--- config.mk ---
export PLATFORM = sky130hd
export DESIGN_NAME = wbu
export DESIGN_NICKNAME = d
export VERILOG_FILES = /design/src/rtl/wbu.sv
export SDC_FILE = /design/constraint.sdc
export NUM_CORES = 1
export LEC_CHECK = 0
export ABC_AREA = 1
export BUFFER_PORTS_ARGS = -buffer_cell sky130_fd_sc_hd__buf_2
export CAP_MARGIN = 20
export CORE_AREA = 2 2 188 190
export CTS_BUF_LIST = sky130_fd_sc_hd__clkbuf_16
export DETAILED_ROUTE_END_ITERATION = 8
export DIE_AREA = 0 0 190 192
export GPL_TIMING_DRIVEN = 0
export PLACE_DENSITY = 0.45
export SLEW_MARGIN = 15
export SYNTH_ARGS = -nofsm -noshare
export SYNTH_HDL_FRONTEND = slang
export SYNTH_SLANG_ARGS = --single-unit
--- constraint.sdc ---
create_clock -name clk -period 1.29 [get_ports clk]
set_clock_uncertainty 0.1 [all_clocks]
set_input_delay 0.129 -clock clk [delete_from_list [all_inputs] [get_ports clk]]
set_output_delay 0.129 -clock clk [all_outputs]
set_load 0.1 [all_outputs]
--- src/rtl/wbu.sv ---
// Write-back unit: one-entry register stage that merges EXU and LSU completions into the GPR
// write port and retire stream. Define WBU_INSTRET_EN to build the retired-instruction counter.
`ifndef XLEN
`define XLEN 64
`endif

module wbu (
    input  logic              clk,
    input  logic              rst,
    input  logic              exu_valid,
    output logic              exu_ready,
    input  logic [4:0]        exu_rd,
    input  logic              exu_rd_w_en,
    input  logic [`XLEN-1:0]  exu_res,
    input  logic [`XLEN-1:0]  exu_pc,
    input  logic              lsu_valid,
    output logic              lsu_ready,
    input  logic [4:0]        lsu_rd,
    input  logic              lsu_rd_w_en,
    input  logic [`XLEN-1:0]  lsu_rdata,
    input  logic [2:0]        lsu_funct3,
    input  logic [2:0]        lsu_addr_lo,
    input  logic [`XLEN-1:0]  lsu_pc,
    output logic [4:0]        rd,
    output logic              rd_w_en,
    output logic [`XLEN-1:0]  x_rd,
    output logic              commit_valid,
    output logic [`XLEN-1:0]  commit_pc,
    output logic [63:0]       instret
);

    typedef enum logic [0:0] {StIdle, StWb} state_e;

    state_e            state_q, state_d;
    logic [4:0]        rd_q, rd_d;
    logic              wen_q, wen_d;
    logic [`XLEN-1:0]  x_q, x_d;
    logic [`XLEN-1:0]  pc_q, pc_d;

    logic              acc_lsu, acc_exu;
    logic [5:0]        b_idx, h_idx, w_idx;
    logic [7:0]        ld_b;
    logic [15:0]       ld_h;
    logic [31:0]       ld_w;
    logic [`XLEN-1:0]  ld_data;

    // Readies follow the reset pin so nothing is accepted while reset is held.
    assign lsu_ready = rst;
    assign exu_ready = rst & ~lsu_valid;
    assign acc_lsu   = lsu_valid & lsu_ready;
    assign acc_exu   = exu_valid & exu_ready;

    assign b_idx = {lsu_addr_lo, 3'b000};
    assign h_idx = {lsu_addr_lo[2:1], 4'b0000};
    assign w_idx = {lsu_addr_lo[2], 5'b00000};
    assign ld_b  = lsu_rdata[b_idx +: 8];
    assign ld_h  = lsu_rdata[h_idx +: 16];
    assign ld_w  = lsu_rdata[w_idx +: 32];

    always_comb begin
        ld_data = '0;
        unique case (lsu_funct3)
            3'b000:  ld_data = {{(`XLEN-8){ld_b[7]}}, ld_b};
            3'b001:  ld_data = {{(`XLEN-16){ld_h[15]}}, ld_h};
            3'b010:  ld_data = {{(`XLEN-32){ld_w[31]}}, ld_w};
            3'b011:  ld_data = lsu_rdata;
            3'b100:  ld_data = {{(`XLEN-8){1'b0}}, ld_b};
            3'b101:  ld_data = {{(`XLEN-16){1'b0}}, ld_h};
            3'b110:  ld_data = {{(`XLEN-32){1'b0}}, ld_w};
            default: ld_data = '0;
        endcase
    end

    always_comb begin
        state_d = StIdle;
        rd_d    = '0;
        wen_d   = 1'b0;
        x_d     = '0;
        pc_d    = '0;
        if (acc_lsu) begin
            state_d = StWb;
            rd_d    = lsu_rd;
            wen_d   = lsu_rd_w_en & (lsu_rd != 5'd0);
            x_d     = ld_data;
            pc_d    = lsu_pc;
        end else if (acc_exu) begin
            state_d = StWb;
            rd_d    = exu_rd;
            wen_d   = exu_rd_w_en & (exu_rd != 5'd0);
            x_d     = exu_res;
            pc_d    = exu_pc;
        end
    end

    always_ff @(posedge clk or negedge rst) begin
        if (!rst) begin
            state_q <= StIdle;
            rd_q    <= '0;
            wen_q   <= 1'b0;
            x_q     <= '0;
            pc_q    <= '0;
        end else begin
            state_q <= state_d;
            rd_q    <= rd_d;
            wen_q   <= wen_d;
            x_q     <= x_d;
            pc_q    <= pc_d;
        end
    end

    assign commit_valid = (state_q == StWb);
    assign rd           = rd_q;
    assign rd_w_en      = wen_q;
    assign x_rd         = x_q;
    assign commit_pc    = pc_q;

`ifdef WBU_INSTRET_EN
    logic [63:0] instret_q;

    always_ff @(posedge clk or negedge rst) begin
        if (!rst) begin
            instret_q <= '0;
        end else if (state_q == StWb) begin
            instret_q <= instret_q + 64'd1;
        end
    end

    assign instret = instret_q;
`else
    assign instret = 64'd0;
`endif

endmodule

==> metrics <==
status=finished with violations; failing checks=negative hold slack, negative setup slack; launch point of the worst hold path=lsu_rd[0]; final hold violations=2; Tcrit/Tclk final=101%; Yosys Warn Count=0; final WL=41400 um; share of synthesized registers carrying an async set or reset=100%; CP Launch Type=register; highest metal used=met5; first-pass GRT wire length=~58000 um; Post-synth EDFFs=0; clk slew on worst S/H paths=~60 ps; critical path's top delay family=flip-flops; Setup Viol. Count Final=2; Most used DFF post-synth=dfrtp_1; slowest CP cell=dfrtp_1; non-filler instance count after layout=between 2000 and 2500; CP endpoint kind=output port; Setup CP Type=reg2out; Setup TNS=-33.2 ps; Initial Util=a little over a fifth; WL met3=3080 um; Placement Setup Slack=-1760 ps; cell count after synthesis=slightly below 1000; Max IR drop VDD=about 0.92 mV; largest net degree at the start of global routing=46; htree depth=4; drt drc=0; Compound-Gate Fraction of Synth Area=15.1%; layout cells sized above 1=36.0%; post-synthesis mux area share=0%; critical path peak fanout=1; Wirelength per Cell=19.0 um; core area=34300 um^2; initial antenna violation count=10; DRT antenna net count=0; synth top area cells=dfrtp_1 45%, nand2_1 19%, a22o_1 7.6%, buf_4 6.7%, nand3_1 5.0%; Synth Register Bits=135; main combinational cell family by area after synthesis=simple AND/OR/NAND/NOR gates; final hold slack=-111 ps; clk buf depth=2; count leader, synth=nand2_1; post-synthesis adder-cell area fraction=0%; Synth Area in Simple Gates=around a quarter; max incr delay on CP=roughly 390 ps; Avg Inst Size Synth=7.69 um^2; Power, Total=0.0159 W; Inserted Clock Buffers=17; placed cells=1901; Max-Cap Viols=0; xor/xnor share of the synthesized area=0%; M1 WL=roughly 15000 um; worst path required time=1060 ps; slew margin rel.=between 60 and 70%; leakage=8.01 nW; fmax=~760 MHz; Crit path buffers/inverters=1; Worst Setup SP=commit_pc[19]$_DFF_PN0_; Nets=approximately 2000; PD cells=roughly 1100 nW/um^2; HP Class=in2reg; Via Count=approximately 9400; Root Buffer=clkbuf_16; Synth Cell Area=7450 um^2; unrepaired setup endpoints after global routing=yes; Die ar.=about 36000 um^2; final worst path period need=around 1300 ps; dpl hpwl=just over 30000 um; Core Rows=68; TritonRoute pass-1 iters=5; GPL Wtd Cong=0.881; area grow syn2layout=99.4%; Slew @ Worst Pin=around 580 ps; post-synth top area share=a little under half; Die Ht=192 um; CTS tree=done; part of the Yosys area used for sequential elements=between 40% and 50%; length of routed met2 wiring=between 20000 and 25000 um; Ports=479; CP Cell Sequence=buf_6; Distinct cells, synth=25; PortBufs=roughly 410; vias per cell=~4.3; vias in the first global route=9571; die width=about 190 um; Worst EP arrival=1080 ps; top post-synthesis cells by count=376 x nand2_1, 135 x dfrtp_1, 75 x nand3_1, 67 x buf_4, 65 x a22o_1; total track usage=around 22%; final worst slack=-19.2 ps; post-synth top area cell=dfrtp_1; Initial DRC Count=a little under 600; gr ovfl total=0; clk sinks=between 100 and 150; Slew Viols, Final=0
## cell usage in the layout (no fill, tap or decap), types with 41 or more instances in the layout
master	Yosys	routed
nand2_1	376	364
buf_6	6	111
conb_1	1	64
a22o_1	65	65
inv_1	48	41
buf_4	67	79
dlygate4sd3_1	0	229
dfrtp_1	135	134
nand3_1	75	68
buf_2	22	282
o21ai_0	49	42
## report_power, final
| part | internal, W | switching [W] |
|---|---|---|
| combinational | 0.00200 | 0.00423 |
| clock | 0.00304 | 0.00203 |
| sequential | 0.00449 | 0.000144 |
| total | 0.00953 | 0.00641 |
## flip-flops by register name, indices dropped and copies added (netlist names)
name / cells
commit_pc: 64
x_rd: 64
rd: 5
commit_valid: 1
rd_w_en: 1
## kinds of logic (layout without fill, tap and decap cells)
kind of cell / after synthesis / in the layout
AO/OA/AOI/OAI: 162 / 162
buffers and inverters: 181 / 866
AND/OR/NAND/NOR: 490 / 490
flip-flops: 135 / 135
other: 1 / 73
## area by class of cell
cell class | instances | area (um^2)
multi-input combinational | 716 | 3430
antenna | 9 | 22.5
inverter | 54 | 225
timing repair buffer | 654 | 5660
sequential | 135 | 3380
fill | 3397 | 19400
tap | 455 | 569
buffer | 126 | 975
clock buffer | 17 | 425
clock inverter | 15 | 178
## final timing paths
check	end	slack [ps]	depth (start not counted)
worst max-delay path	commit_pc[19]	-20	1
worst min-delay path	rd[0]$_DFF_PN0_	-110	3
max in group asynchronous	x_rd[32]$_DFF_PN0_	310	4
min in group asynchronous	commit_pc[58]$_DFF_PN0_	180	3
## routing by layer
| layer | global-route usage [%] | up-vias |
|---|---|---|
| met5 | 0 | - |
| met4 | 9.63 | 4 |
| met3 | 5.21 | 54 |
| met2 | 40.7 | 469 |
| met1 | 23.6 | 4379 |
| li1 | - | 4512 |
## tightest hold or removal path, delay by kind of cell
kind	cells	cell delay, ps
AO/OA/AOI/OAI	1	110
buffers and inverters	1	90
AND/OR/NAND/NOR	1	40
## what timing repair did
| action | CTS | global route |
|---|---|---|
| gates cloned | 3 | 1 |
| pin swaps | 0 | 8 |
| gates resized for setup | 308 | 99 |
| endpoints found under the setup margin | 270 | 94 |
| hold endpoints to repair | 270 | 114 |
| buffers inserted | 1 | 4 |
| hold buffers | 227 | 6 |
## metrics by stage
step / utilization [%] / cell area [um^2] / hold WS (ps)
after floorplan: - / 7820 / -267
after global placement: 30.5 / 10500 / 223
after detailed placement: 30.6 / 10500 / -46.1
after CTS: 42.1 / 14400 / -591
after global routing: 43.3 / 14900 / -124
final: 43.3 / 14900 / -111
No activity file was read; power rests on OpenSTA's default activity.
